[config.mk]
export PLATFORM = sky130hd
export DESIGN_NAME = rvv_backend_xrf_wb_buffer_flat
export DESIGN_NICKNAME = d
export VERILOG_FILES = /design/src/rtl/rvv_backend_xrf_wb_buffer_pkg.sv /design/src/rtl/rvv_backend_xrf_wb_buffer_if.sv /design/src/rtl/rvv_backend_xrf_wb_buffer_multi_fifo.sv /design/src/rtl/rvv_backend_xrf_wb_buffer.sv /design/src/flat_wrapper.sv
export SDC_FILE = /design/constraint.sdc
export NUM_CORES = 1
export LEC_CHECK = 0
export CORE_UTILIZATION = 40
export DETAILED_ROUTE_END_ITERATION = 10
export SYNTH_ARGS = -nofsm -noshare
export SYNTH_HDL_FRONTEND = slang
export SYNTH_SLANG_ARGS = --single-unit
[constraint.sdc]
create_clock -name clk -period 7.85 [get_ports clk]
set_input_delay 1.57 -clock clk [delete_from_list [all_inputs] [get_ports clk]]
set_output_delay 1.57 -clock clk [all_outputs]
set_load 0.01 [all_outputs]
[src/rtl/rvv_backend_xrf_wb_buffer_pkg.sv]
// Shared backend types and defaults for the retire-to-XRF write-back path.
// RT2XRF_t is the per-lane scalar write-back payload.
package rvv_backend_xrf_wb_buffer_pkg;

    localparam int NUM_RT_UOP   = 4;
    localparam int XRF_WB_PORTS = 2;
    localparam int XLEN         = 32;
    localparam int XRF_IDX_W    = 5;

    typedef struct packed {
        logic [XRF_IDX_W-1:0] rt_index;
        logic [XLEN-1:0]      rt_data;
    } RT2XRF_t;

endpackage

[src/rtl/rvv_backend_xrf_wb_buffer_if.sv]
// Retire-side and RVS-side handshake bundle of the XRF write-back buffer.
// The slave modport is the buffer; the master modport is its environment.
interface rvv_backend_xrf_wb_buffer_if
    import rvv_backend_xrf_wb_buffer_pkg::*;
#(
    parameter int NUM_IN  = NUM_RT_UOP,
    parameter int NUM_OUT = XRF_WB_PORTS,
    parameter int DEPTH   = 8
) ();
    localparam int CNT_W = $clog2(DEPTH + 1);

    logic    [NUM_IN-1:0]  rt_xrf_valid_rvv2rvs;
    RT2XRF_t [NUM_IN-1:0]  rt_xrf_rvv2rvs;
    logic    [NUM_IN-1:0]  rt_xrf_ready_rvs2rvv;
    logic    [NUM_OUT-1:0] xrf_wb_valid;
    RT2XRF_t [NUM_OUT-1:0] xrf_wb_data;
    logic    [NUM_OUT-1:0] xrf_wb_ready;
    logic    [CNT_W-1:0]   wb_cnt;
    logic                  wb_idle;

    modport master (
        output rt_xrf_valid_rvv2rvs, rt_xrf_rvv2rvs, xrf_wb_ready,
        input  rt_xrf_ready_rvs2rvv, xrf_wb_valid, xrf_wb_data,
        input  wb_cnt, wb_idle
    );

    modport slave (
        input  rt_xrf_valid_rvv2rvs, rt_xrf_rvv2rvs, xrf_wb_ready,
        output rt_xrf_ready_rvs2rvv, xrf_wb_valid, xrf_wb_data,
        output wb_cnt, wb_idle
    );

endinterface

[src/rtl/rvv_backend_xrf_wb_buffer_multi_fifo.sv]
// Generic N-push / M-pop circular buffer with registered pointers and count.
// Storage is not reset; only pointers and count are.
module multi_fifo
#(
    parameter int W       = 37,
    parameter int NUM_IN  = 4,
    parameter int NUM_OUT = 2,
    parameter int DEPTH   = 8,
    localparam int CNT_W  = $clog2(DEPTH + 1),
    localparam int PW     = $clog2(DEPTH)
) (
    input  logic                          clk,
    input  logic                          rst_n,
    input  logic [CNT_W-1:0]              i_push_n,
    input  logic [NUM_IN-1:0][W-1:0]      i_push_data,
    input  logic [CNT_W-1:0]              i_pop_n,
    output logic [NUM_OUT-1:0][W-1:0]     o_rd_data,
    output logic [CNT_W-1:0]              o_cnt
);
    logic [PW-1:0]    r_wr_ptr;
    logic [PW-1:0]    r_rd_ptr;
    logic [CNT_W-1:0] r_cnt;
    logic [W-1:0]     r_mem [DEPTH];

    // pointers wrap naturally at DEPTH; count moves by the net difference
    always_ff @(posedge clk or negedge rst_n) begin
        if (!rst_n) begin
            r_wr_ptr <= '0;
            r_rd_ptr <= '0;
            r_cnt    <= '0;
        end else begin
            r_wr_ptr <= r_wr_ptr + PW'(i_push_n);
            r_rd_ptr <= r_rd_ptr + PW'(i_pop_n);
            r_cnt    <= r_cnt + i_push_n - i_pop_n;
        end
    end

    // lane i lands at wr_ptr+i for every accepted lane
    always_ff @(posedge clk) begin
        for (int i = 0; i < NUM_IN; i++) begin
            if (CNT_W'(i) < i_push_n) begin
                r_mem[r_wr_ptr + PW'(i)] <= i_push_data[i];
            end
        end
    end

    // port j always looks at rd_ptr+j; validity is decided by the wrapper
    always_comb begin
        for (int j = 0; j < NUM_OUT; j++) begin
            o_rd_data[j] = r_mem[r_rd_ptr + PW'(j)];
        end
    end

    assign o_cnt = r_cnt;

endmodule

[src/rtl/rvv_backend_xrf_wb_buffer.sv]
// Retire-to-XRF write-back buffer: absorbs in-order scalar write-backs
// from retire and drains them to the RVS XRF ports in strict FIFO order.
module rvv_backend_xrf_wb_buffer
    import rvv_backend_xrf_wb_buffer_pkg::*;
#(
    parameter int NUM_IN  = NUM_RT_UOP,
    parameter int NUM_OUT = XRF_WB_PORTS,
    parameter int DEPTH   = 8,
    localparam int CNT_W  = $clog2(DEPTH + 1),
    localparam int W      = $bits(RT2XRF_t)
) (
    input logic                      clk,
    input logic                      rst_n,
    rvv_backend_xrf_wb_buffer_if.slave wb
);
    logic [CNT_W-1:0]             w_cnt;
    logic [CNT_W-1:0]             w_free;
    logic [CNT_W-1:0]             w_push_n;
    logic [CNT_W-1:0]             w_pop_n;
    logic [NUM_IN-1:0]            w_ready;
    logic [NUM_OUT-1:0]           w_valid;
    logic [NUM_OUT-1:0]           w_fire;
    logic                         w_in_run;
    logic                         w_out_run;
    logic [NUM_IN-1:0][W-1:0]     w_push_data;
    logic [NUM_OUT-1:0][W-1:0]    w_rd_data;

    // input ready from registered free space only; push counts the
    // leading run of accepted lanes, so a non-prefix valid is truncated
    always_comb begin
        w_free   = CNT_W'(DEPTH) - w_cnt;
        w_push_n = '0;
        w_in_run = 1'b1;
        for (int i = 0; i < NUM_IN; i++) begin
            w_ready[i]     = w_free > CNT_W'(i);
            w_in_run       = w_in_run & wb.rt_xrf_valid_rvv2rvs[i] & w_ready[i];
            w_push_data[i] = wb.rt_xrf_rvv2rvs[i];
            if (w_in_run) begin
                w_push_n = w_push_n + CNT_W'(1);
            end
        end
    end

    // a port fires only if every lower port fired too, keeping FIFO order
    always_comb begin
        w_pop_n   = '0;
        w_out_run = 1'b1;
        for (int j = 0; j < NUM_OUT; j++) begin
            w_valid[j] = w_cnt > CNT_W'(j);
            w_out_run  = w_out_run & w_valid[j] & wb.xrf_wb_ready[j];
            w_fire[j]  = w_out_run;
            if (w_out_run) begin
                w_pop_n = w_pop_n + CNT_W'(1);
            end
        end
    end

    multi_fifo #(
        .W       (W),
        .NUM_IN  (NUM_IN),
        .NUM_OUT (NUM_OUT),
        .DEPTH   (DEPTH)
    ) u_fifo (
        .clk         (clk),
        .rst_n       (rst_n),
        .i_push_n    (w_push_n),
        .i_push_data (w_push_data),
        .i_pop_n     (w_pop_n),
        .o_rd_data   (w_rd_data),
        .o_cnt       (w_cnt)
    );

    // non-valid ports drive zero so stale storage never leaks out
    always_comb begin
        for (int j = 0; j < NUM_OUT; j++) begin
            wb.xrf_wb_data[j] = w_valid[j] ? RT2XRF_t'(w_rd_data[j]) : '0;
        end
    end

    assign wb.rt_xrf_ready_rvs2rvv = w_ready;
    assign wb.xrf_wb_valid         = w_valid;
    assign wb.wb_cnt               = w_cnt;
    assign wb.wb_idle              = (w_cnt == '0);

    a_in_prefix: assert property (@(posedge clk) disable iff (!rst_n)
        ((wb.rt_xrf_valid_rvv2rvs >> 1) & ~wb.rt_xrf_valid_rvv2rvs) == '0);

    a_cnt_bound: assert property (@(posedge clk) disable iff (!rst_n)
        w_cnt <= CNT_W'(DEPTH));

    for (genvar g = 0; g < NUM_OUT; g++) begin : g_xchk
        a_no_x: assert property (@(posedge clk) disable iff (!rst_n)
            w_valid[g] |-> !$isunknown(wb.xrf_wb_data[g]));
    end

endmodule

[src/flat_wrapper.sv]
// flat-port wrapper written by rule: the top's interface ports become plain ports
module rvv_backend_xrf_wb_buffer_flat import rvv_backend_xrf_wb_buffer_pkg::*;
#(
    parameter int NUM_IN  = NUM_RT_UOP,
    parameter int NUM_OUT = XRF_WB_PORTS,
    parameter int DEPTH   = 8,
    localparam int CNT_W  = $clog2(DEPTH + 1),
    localparam int W      = $bits(RT2XRF_t)
)
  (clk, rst_n, wb_rt_xrf_valid_rvv2rvs, wb_rt_xrf_rvv2rvs, wb_xrf_wb_ready, wb_rt_xrf_ready_rvs2rvv, wb_xrf_wb_valid, wb_xrf_wb_data, wb_wb_cnt, wb_wb_idle);
  rvv_backend_xrf_wb_buffer_if #(.NUM_IN(NUM_IN), .NUM_OUT(NUM_OUT), .DEPTH(DEPTH)) wb_i ();
  input logic clk;
  input logic rst_n;
  input wire logic [$bits(wb_i.rt_xrf_valid_rvv2rvs)-1:0] wb_rt_xrf_valid_rvv2rvs;
  input wire logic [$bits(wb_i.rt_xrf_rvv2rvs)-1:0] wb_rt_xrf_rvv2rvs;
  input wire logic [$bits(wb_i.xrf_wb_ready)-1:0] wb_xrf_wb_ready;
  output wire logic [$bits(wb_i.rt_xrf_ready_rvs2rvv)-1:0] wb_rt_xrf_ready_rvs2rvv;
  output wire logic [$bits(wb_i.xrf_wb_valid)-1:0] wb_xrf_wb_valid;
  output wire logic [$bits(wb_i.xrf_wb_data)-1:0] wb_xrf_wb_data;
  output wire logic [$bits(wb_i.wb_cnt)-1:0] wb_wb_cnt;
  output wire logic [$bits(wb_i.wb_idle)-1:0] wb_wb_idle;
  assign wb_i.rt_xrf_valid_rvv2rvs = wb_rt_xrf_valid_rvv2rvs;
  assign wb_i.rt_xrf_rvv2rvs = wb_rt_xrf_rvv2rvs;
  assign wb_i.xrf_wb_ready = wb_xrf_wb_ready;
  assign wb_rt_xrf_ready_rvs2rvv = wb_i.rt_xrf_ready_rvs2rvv;
  assign wb_xrf_wb_valid = wb_i.xrf_wb_valid;
  assign wb_xrf_wb_data = wb_i.xrf_wb_data;
  assign wb_wb_cnt = wb_i.wb_cnt;
  assign wb_wb_idle = wb_i.wb_idle;
  rvv_backend_xrf_wb_buffer #(.NUM_IN(NUM_IN), .NUM_OUT(NUM_OUT), .DEPTH(DEPTH)) u_core (.clk(clk), .rst_n(rst_n), .wb(wb_i));
endmodule
# Word-level counts from Yosys, hierarchy flattened
# Memories as Yosys holds them, arrays and structs flattened.
# Index checks and enable logic that the tools add are counted.
# op_classes
addsub	13
reduce_logical	1
n_bitwise	10
muxes	16
n_lt_le_gt_ge	10
# op_table
cell	count
two-way mux 37 bit	2
> comparator 4 x 1 -> 1 bit, second input constant	4
two-way mux 4 bit	4
adder 4 x 1 -> 4 bit, second input constant	3
AND 1 bit	10
two-way mux 1 bit	10
> comparator 4 x 2 -> 1 bit, second input constant	2
less-than comparator 1 x 4 -> 1 bit, first input constant	2
less-than comparator 2 x 4 -> 1 bit, first input constant	2
adder 3 x 1 -> 3 bit, second input constant	2
adder 3 x 2 -> 3 bit, second input constant	2
adder 3 bit	2
adder 4 bit	1
zero test 4 bit	1
subtractor 4 bit	1
subtractor 4 bit, first input constant	1
adder 1 x 1 -> 2 bit, second input constant	1
# totals
ram_bits	296
mem_count	1
elab_cells	54
reg_bits	10
out_inout_bits	85
# memory_table
name	words	width	read_ports	rd_clocked_by_memory_dff	wr	line	text
u_core.u_fifo.r_mem	8	37	2	0	4	rvv_backend_xrf_wb_buffer_multi_fifo.sv:23	logic [W-1:0] r_mem [DEPTH];

# Longest topological paths before layout
# Gate-level depths: netlist (run 1).
# depth
ltp_word	13
ltp_mapped	22
mapped_depth_nobuf	20

# Modules after synthesis
# Synthesis (run 1) repeated with hierarchy kept, for this count alone.
# hier_totals
hier_cells	2294
area_unflattened_um2	22527.9
# modules_own_cells
mod	n_inst	seq_area_each_um2	area_per_inst_um2	cells_per_inst
multi_fifo	1	9138.8	21654.5	2167
rvv_backend_xrf_wb_buffer	1	0.0	873.3	127

# Least setup slack after synthesis (run 1)
# OpenSTA, ideal clock, no wires.
# synth_path
path_type	input to register
startpoint	input wb_rt_xrf_valid_rvv2rvs[0]
endpoint	memory u_core.u_fifo.r_mem[2][0] (enable)
t_arrival_ps	7761
path_slack_ps	-471
path_stages	14
path_buffers	2
t_required_ps	7290
path_cell_list	and2_1 -> inv_1 -> ha_1 -> clkbuf_2 -> xor2_1 -> ha_1 -> nand2_1 -> nor2_1 -> xnor2_1 -> and2_1 -> buf_4 -> nor3b_1 -> mux2_2 -> o311ai_0
# synth_lines
element	line	text
start: declaration	flat_wrapper.sv:14	input wire logic [$bits(wb_i.rt_xrf_valid_rvv2rvs)-1:0] wb_rt_xrf_valid_rvv2rvs;
end: declaration	rvv_backend_xrf_wb_buffer_multi_fifo.sv:23	

==> flow_metrics.tcl, run 1 <==
set metrics [dict create \
    fin_crit_sh_pct 79.50 \
    crit_fanout 38 \
    arrival_ps 6440 \
    vias 19490 \
    syn_area_sq_um 23530 \
    syn_inst 2031 \
    final-setup-viol-count 0 \
    ys_types 61 \
    tightest_slew_ps 1238 \
    numCtsBuffers 39 \
    synth_seq_area_share_pct 38.84 \
    p_leak_uw 0.008670 \
    top_usage_layer "met2" \
    cts_root_buffer "clkbuf_16" \
    fin_crit_ps 6241 \
    globalRouteOverflowTotal 0 \
    wl_microns 89990 \
    clock-sinks 306 \
    grt_max_degree 52 \
    met3_usage_pct 6.332 \
    power_density_nw_per_um2 418.5 \
    final-seq-area_sq_um 9150 \
    rsz0062_at_grt "no" \
    path_class "in -> reg" \
    cts_tree "yes" \
    grt_pass1_wl_microns 130600 \
    vias_per_cell 6.802 \
    antenna_left 0 \
    die_height_microns 244.5 \
    antenna_found_initial 5 \
    die_x_microns 244.5 \
    synthArstFlopShare_pct 3.268 \
    startpoint "wb_rt_xrf_valid_rvv2rvs[0]" \
    rrSetupSlack_ps 1620 \
    grt_use_met1_pct 39.27 \
    drc_errors 0 \
    cts_resized 0 \
    globalplace.congestion 0.8714 \
    ir_drop_uv 265.1 \
    cts-hold-fix-buffers 0 \
    first_pass_iters 5 \
    final_cells 2865 \
    start_util_pct 40.63 \
    outcome "completed" \
    clockBufferDepth 3 \
    h-tree-depth 2 \
    die-area_sq_um 59800 \
    dp_cells 2792 \
    wire_per_inst_microns 31.41 \
    fin_nets 2246 \
    ys_ff_latch 306 \
    path_clk_slew_ps 60 \
    rows 88 \
    multi_input_area_sq_um 13090 \
    syn_area_per_cell_sq_um 11.59 \
    hold_depth 2 \
    relSlewSlack_pct 17.26 \
    drt_iter0_markers 2343 \
    drv_slew 0 \
    syn_to_final_growth_pct 16.58 \
    critPathLaunchType "input port" \
    port_buffers 240 \
    min_from "u_core.u_fifo.o_cnt[3]$_DFF_PN0_" \
    clock_skew_ps 9.759 \
    synth_edf_count 296 \
    hold_slack_ps 848.5 \
    clock_latency_ps 580 \
    ys_warn_count 0 \
    core_sq_um 57920 \
    ys.flop_type "edfxtp_1" \
    num_io_pins 241 \
    end_kind "flip-flop" \
    grt.total_usage_pct 29.61 \
    hold_violations 0 \
    drive_gt1_share_pct 20.29 \
    max_cap_violations 0 \
    dp_hpwl_microns 53930 \
    cp.required_ps 8050 \
    met2_usage_pct 46.62 \
    grt_pass1_vias 19970 \
    reg2reg_depth 20 \
    fmax_mhz 160.2 \
    rr_startpoint "u_core.u_fifo.o_cnt[0]$_DFF_PN0_" \
    synth_nets 2209 \
    fill_cells 5246 \
    fin_total_pwr_uw 11480 \
    postCtsSetupBuffers 0 \
    hold_path.class "reg -> reg" \
]
==> routing by layer <==
layer,vias up,routed length [microns]
met3,242,9466
met1,9833,35720
li1,8051,-
met2,1360,41280
met5,-,8
met4,2,3506
==> critical path: stages <==
cell             delay, ps
clkdlybuf4s50_1        580
and2_1                 180
inv_1                   50
ha_1                   410
xor2_1                 210
ha_1                   240
nand2_1                 90
nor2_1                 120
xnor2_1                120
and2_1                 380
inv_2                  110
or3_2                  490
buf_4                  360
and2_2                 680
nand3b_1               240
buf_4                  570
==> where the power goes <==
group          total (uW)  switching [uW]  leakage, uW  internal, uW
Sequential           3090             516      0.00283          2580
Combinational        6650            3510      0.00526          3140
Clock                1740             735     0.000585          1010
==> layout make-up <==
cell class                      count  area share [%]
Clock inverter                     14          0.3101
Inverter                           65          0.8894
Sequential cell                   306           33.35
Timing Repair Buffer              287           10.18
Multi-Input combinational cell   1369           47.71
Clock buffer                       54           4.027
Antenna cell                        5         0.04561
Tap cell                          765           3.489
==> cell usage after synthesis, drive strengths merged, types with 6 or more instances <==
master  instances  share of area (%)
nor3b           6               0.21
a21oi         191                4.1
nor3           10               0.39
o21ai           7               0.21
and2            8               0.21
xnor2          11               0.41
buf           187                4.0
inv            65                1.0
clkbuf        104                1.7
dfrtp          10                1.1
edfxtp        296                 38
o22ai         149                4.0
ha             19                1.0
mux2i         333                 14
a221oi        148                8.4
nand3          10               0.26
nand2          82                1.3
nor2          201                3.4
mux4          148                 14
==> path summary, 6_finish.rpt <==
path / endpoint
setup reg to reg: u_core.u_fifo.r_mem[0][11]$_DFFE_PP_
hold reg to reg: u_core.u_fifo.o_cnt[3]$_DFF_PN0_
min in group asynchronous: u_core.u_fifo.o_cnt[0]$_DFF_PN0_
setup / recovery: u_core.u_fifo.r_mem[0][11]$_DFFE_PP_
max in group asynchronous: u_core.u_fifo.r_rd_ptr[1]$_DFF_PN0_
hold / removal: u_core.u_fifo.o_cnt[3]$_DFF_PN0_
==> cells in the final DEF, fill, tap and decap left out, types with 3 or more instances in the layout <==
cell type,n
buf_12,3
nor2_1,194
inv_1,61
diode_2,5
xor2_1,4
nand2_1,81
fa_1,3
a221oi_1,38
mux4_2,148
o311ai_2,3
nor2_4,3
ha_1,18
clkbuf_1,10
edfxtp_1,296
dfrtp_4,3
dfrtp_1,7
a221oi_2,110
clkdlybuf4s50_1,240
nor3b_1,5
and2_1,4
mux2i_1,333
o31a_2,3
a21oi_1,190
clkinv_2,5
nand3_2,8
clkbuf_8,3
clkinv_1,8
and2_2,4
nand2b_1,4
nor3_4,6
buf_4,44
nor2_8,3
clkbuf_16,41
o22ai_1,149
o21ai_4,5
inv_2,4
xnor2_1,10
o221ai_4,3
==> logic make-up after synthesis <==
kind of cell	after synthesis	share of synthesized area (%)
xor gates and xnor gates	16	0.5955
buffers and inverters	356	6.737
DFF	306	38.84
muxes	482	28.38
adders and majority gates	22	1.266
and+or+nand+nor	330	6.216
AOI/OAI and AO/OA	519	17.97
==> registers in the layout, indices dropped and copies added (netlist names) <==
register,cells
u_core.u_fifo.o_cnt,4
u_core.u_fifo.r_wr_ptr,3
u_core.u_fifo.r_rd_ptr,3
u_core.u_fifo.r_mem,296
==> through the flow <==
step / instance area, sq um / util, % / setup WS, ps / TNS [ps]
5_1_grt: 27430 / 47.36 / 1313 / 0
2_1_floorplan: 23530 / - / -183.0 / -20310
6_report: 27430 / 47.37 / 1609 / 0
3_5_place_dp: 26230 / 45.29 / 1127 / 0
4_1_cts: 27420 / 47.35 / 1706 / 0
3_3_place_gp: 26230 / 45.29 / 1204 / 0
Note: power is estimated with default switching activity, not from simulation.
==> run 2, diff against run 1 <==
Clock period 7.85 ns to 5.3 ns, I/O delays scaled along.
==> run 2 against run 1 <==
  * Via count is 1.7% higher
  * Critical path depth grew 1
  * Routed wire length is 5.0% higher
  * Final cell count increased by 1.3%
  * Sequential power up 40%
  * Clock power up 52%
  * Sequential cell count stayed put
  * Die area did not move
  * Design area grew 1.9%
  * Combinational power up 58%
  * Largest power group unchanged
==> flow_metrics.tcl, run 2 (synthesis results as in run 1) <==
set metrics [dict create \
    grt_pass1_vias 20190 \
    drt_iter0_markers 2685 \
    globalplace.congestion 0.8845 \
    layout_commonest_cell "mux2i_1" \
    tightest_slew_ps 1255 \
    regMostFlops "u_core.u_fifo.r_mem" \
    antenna_found_initial 8 \
    die_height_microns 244.5 \
    cts_resized 0 \
    port_buffers 240 \
    p_seq_share_pct 24.8 \
    numCtsBuffers 39 \
    startpoint "u_core.u_fifo.o_cnt[0]$_DFF_PN0_" \
    drive_gt1_share_pct 21.66 \
    die-area_sq_um 59800 \
    drv_slew 0 \
    final-setup-viol-count 0 \
    power_density_nw_per_um2 624.3 \
    rsz0062_at_grt "no" \
    top_usage_layer "met2" \
    globalRouteOverflowTotal 0 \
    met3_usage_pct 7.594 \
    critPathLaunchType "flip-flop" \
    clock-sinks 306 \
    grt.total_usage_pct 31.06 \
    die_x_microns 244.5 \
    fin_nets 2281 \
    max_cap_violations 0 \
    cts_root_buffer "clkbuf_16" \
    clock_latency_ps 570 \
    wire_per_inst_microns 32.55 \
    dp_hpwl_microns 55940 \
    core_sq_um 57920 \
    arrival_ps 5290 \
    p_leak_uw 0.008941 \
    postCtsSetupBuffers 0 \
    path_clk_slew_ps 60 \
    hold_violations 0 \
    relSlewSlack_pct 16.31 \
    antenna_left 0 \
    met2_usage_pct 48.55 \
    crit_fanout 37 \
    vias 19820 \
    end_kind "flip-flop" \
    fin_crit_sh_pct 92.62 \
    grt_max_degree 111 \
    ir_drop_uv 670.9 \
    path_class "reg -> reg" \
    fin_crit_ps 4909 \
    start_util_pct 40.63 \
    drc_errors 0 \
    internal_power_uw 10210 \
    rr_startpoint "u_core.u_fifo.o_cnt[0]$_DFF_PN0_" \
    clock_skew_ps 11.06 \
    cts_tree "yes" \
    syn_to_final_growth_pct 18.75 \
    rrSetupSlack_ps 390 \
    grt_use_met1_pct 40.52 \
    largest_register_ffs 296 \
    clockBufferDepth 3 \
    switching_share_pct 41.49 \
    first_pass_iters 6 \
    wl_microns 94460 \
    num_io_pins 241 \
    cp.required_ps 5680 \
    grt_pass1_wl_microns 135900 \
    h-tree-depth 2 \
    hold_path.class "in -> async" \
    power_frac_clock_pct 15.2 \
    final_cell_mix "mux2i_1 (333), edfxtp_1 (296), clkdlybuf4s50_1 (240)" \
    rows 88 \
    outcome "completed" \
    final_core_util_pct 48.25 \
    vias_per_cell 6.829 \
    fin_total_pwr_uw 17440 \
    p_comb_share_pct 60.0 \
    power.switching_uw 7237 \
    fmax_mhz 203.7 \
    cts-hold-fix-buffers 0 \
]
run 2: worst max-delay path, stage by stage, from the launching register on:
cell      delay (ps)
dfrtp_1          460
inv_1            140
ha_1             270
nand2b_1         150
nor3_4            60
buf_4            180
a21oi_2          150
nand3_2          120
ha_1             350
xor2_1           170
ha_1             250
nand2_1          110
nor3_1            90
o21bai_1         380
a32oi_4          210
nor2_8          1010
mux2i_1          250
a221oi_2         330
run 2: layout make-up:
| type | count | area, sq um |
|---|---|---|
| Fill cell | 5197 | 29970 |
| Multi-Input combinational cell | 1369 | 13120 |
| Sequential cell | 306 | 9150 |
| Timing Repair Buffer | 322 | 3218 |
| Clock buffer | 53 | 1112 |
| Tap cell | 765 | 957.2 |
| Inverter | 65 | 244.0 |
| Clock inverter | 18 | 133.9 |
| Antenna cell | 4 | 10.01 |
run 2: through the flow:
stage	setup TNS [ps]	cell area, sq um	hold WS (ps)	worst slack, ps	cells
floorplan	-117430	23570	505.0	-1043	2031
global route	0	27940	844.0	129.8	2900
CTS	0	27930	808.9	449.8	2898
detailed placement	0	26690	825.9	176.7	2827
finish	0	27940	816.9	391.0	2902
global placement	0	26690	823.0	289.2	2827
run 2: layer usage:
layer / wire (microns) / vias to the layer above / share of wire, %
met5: 64 / - / 0.068
met4: 4217 / 10 / 4.5
met3: 11010 / 290 / 12
met2: 42980 / 1465 / 46
met1: 36180 / 9944 / 38
li1: - / 8108 / -
run 2: power groups by stage:
stage | clock (uW) | sequential [uW] | combinational, uW
floorplan | 0 | 4130 | 6150
global placement | 0 | 4300 | 10300
detailed placement | 0 | 4350 | 10400
CTS | 2670 | 4300 | 10400
global route | 2740 | 4400 | 11000
finish | 2650 | 4330 | 10500
run 2: final timing paths:
| check | cells past startpoint | endpoint |
|---|---|---|
| max | 17 | u_core.u_fifo.r_mem[6][25]$_DFFE_PP_ |
| min | 1 | u_core.u_fifo.o_cnt[0]$_DFF_PN0_ |
| max reg2reg | 17 | u_core.u_fifo.r_mem[6][25]$_DFFE_PP_ |
| min reg2reg | 2 | u_core.u_fifo.o_cnt[3]$_DFF_PN0_ |
| max in group asynchronous | 1 | u_core.u_fifo.r_rd_ptr[2]$_DFF_PN0_ |
| min in group clk | 2 | u_core.u_fifo.o_cnt[3]$_DFF_PN0_ |
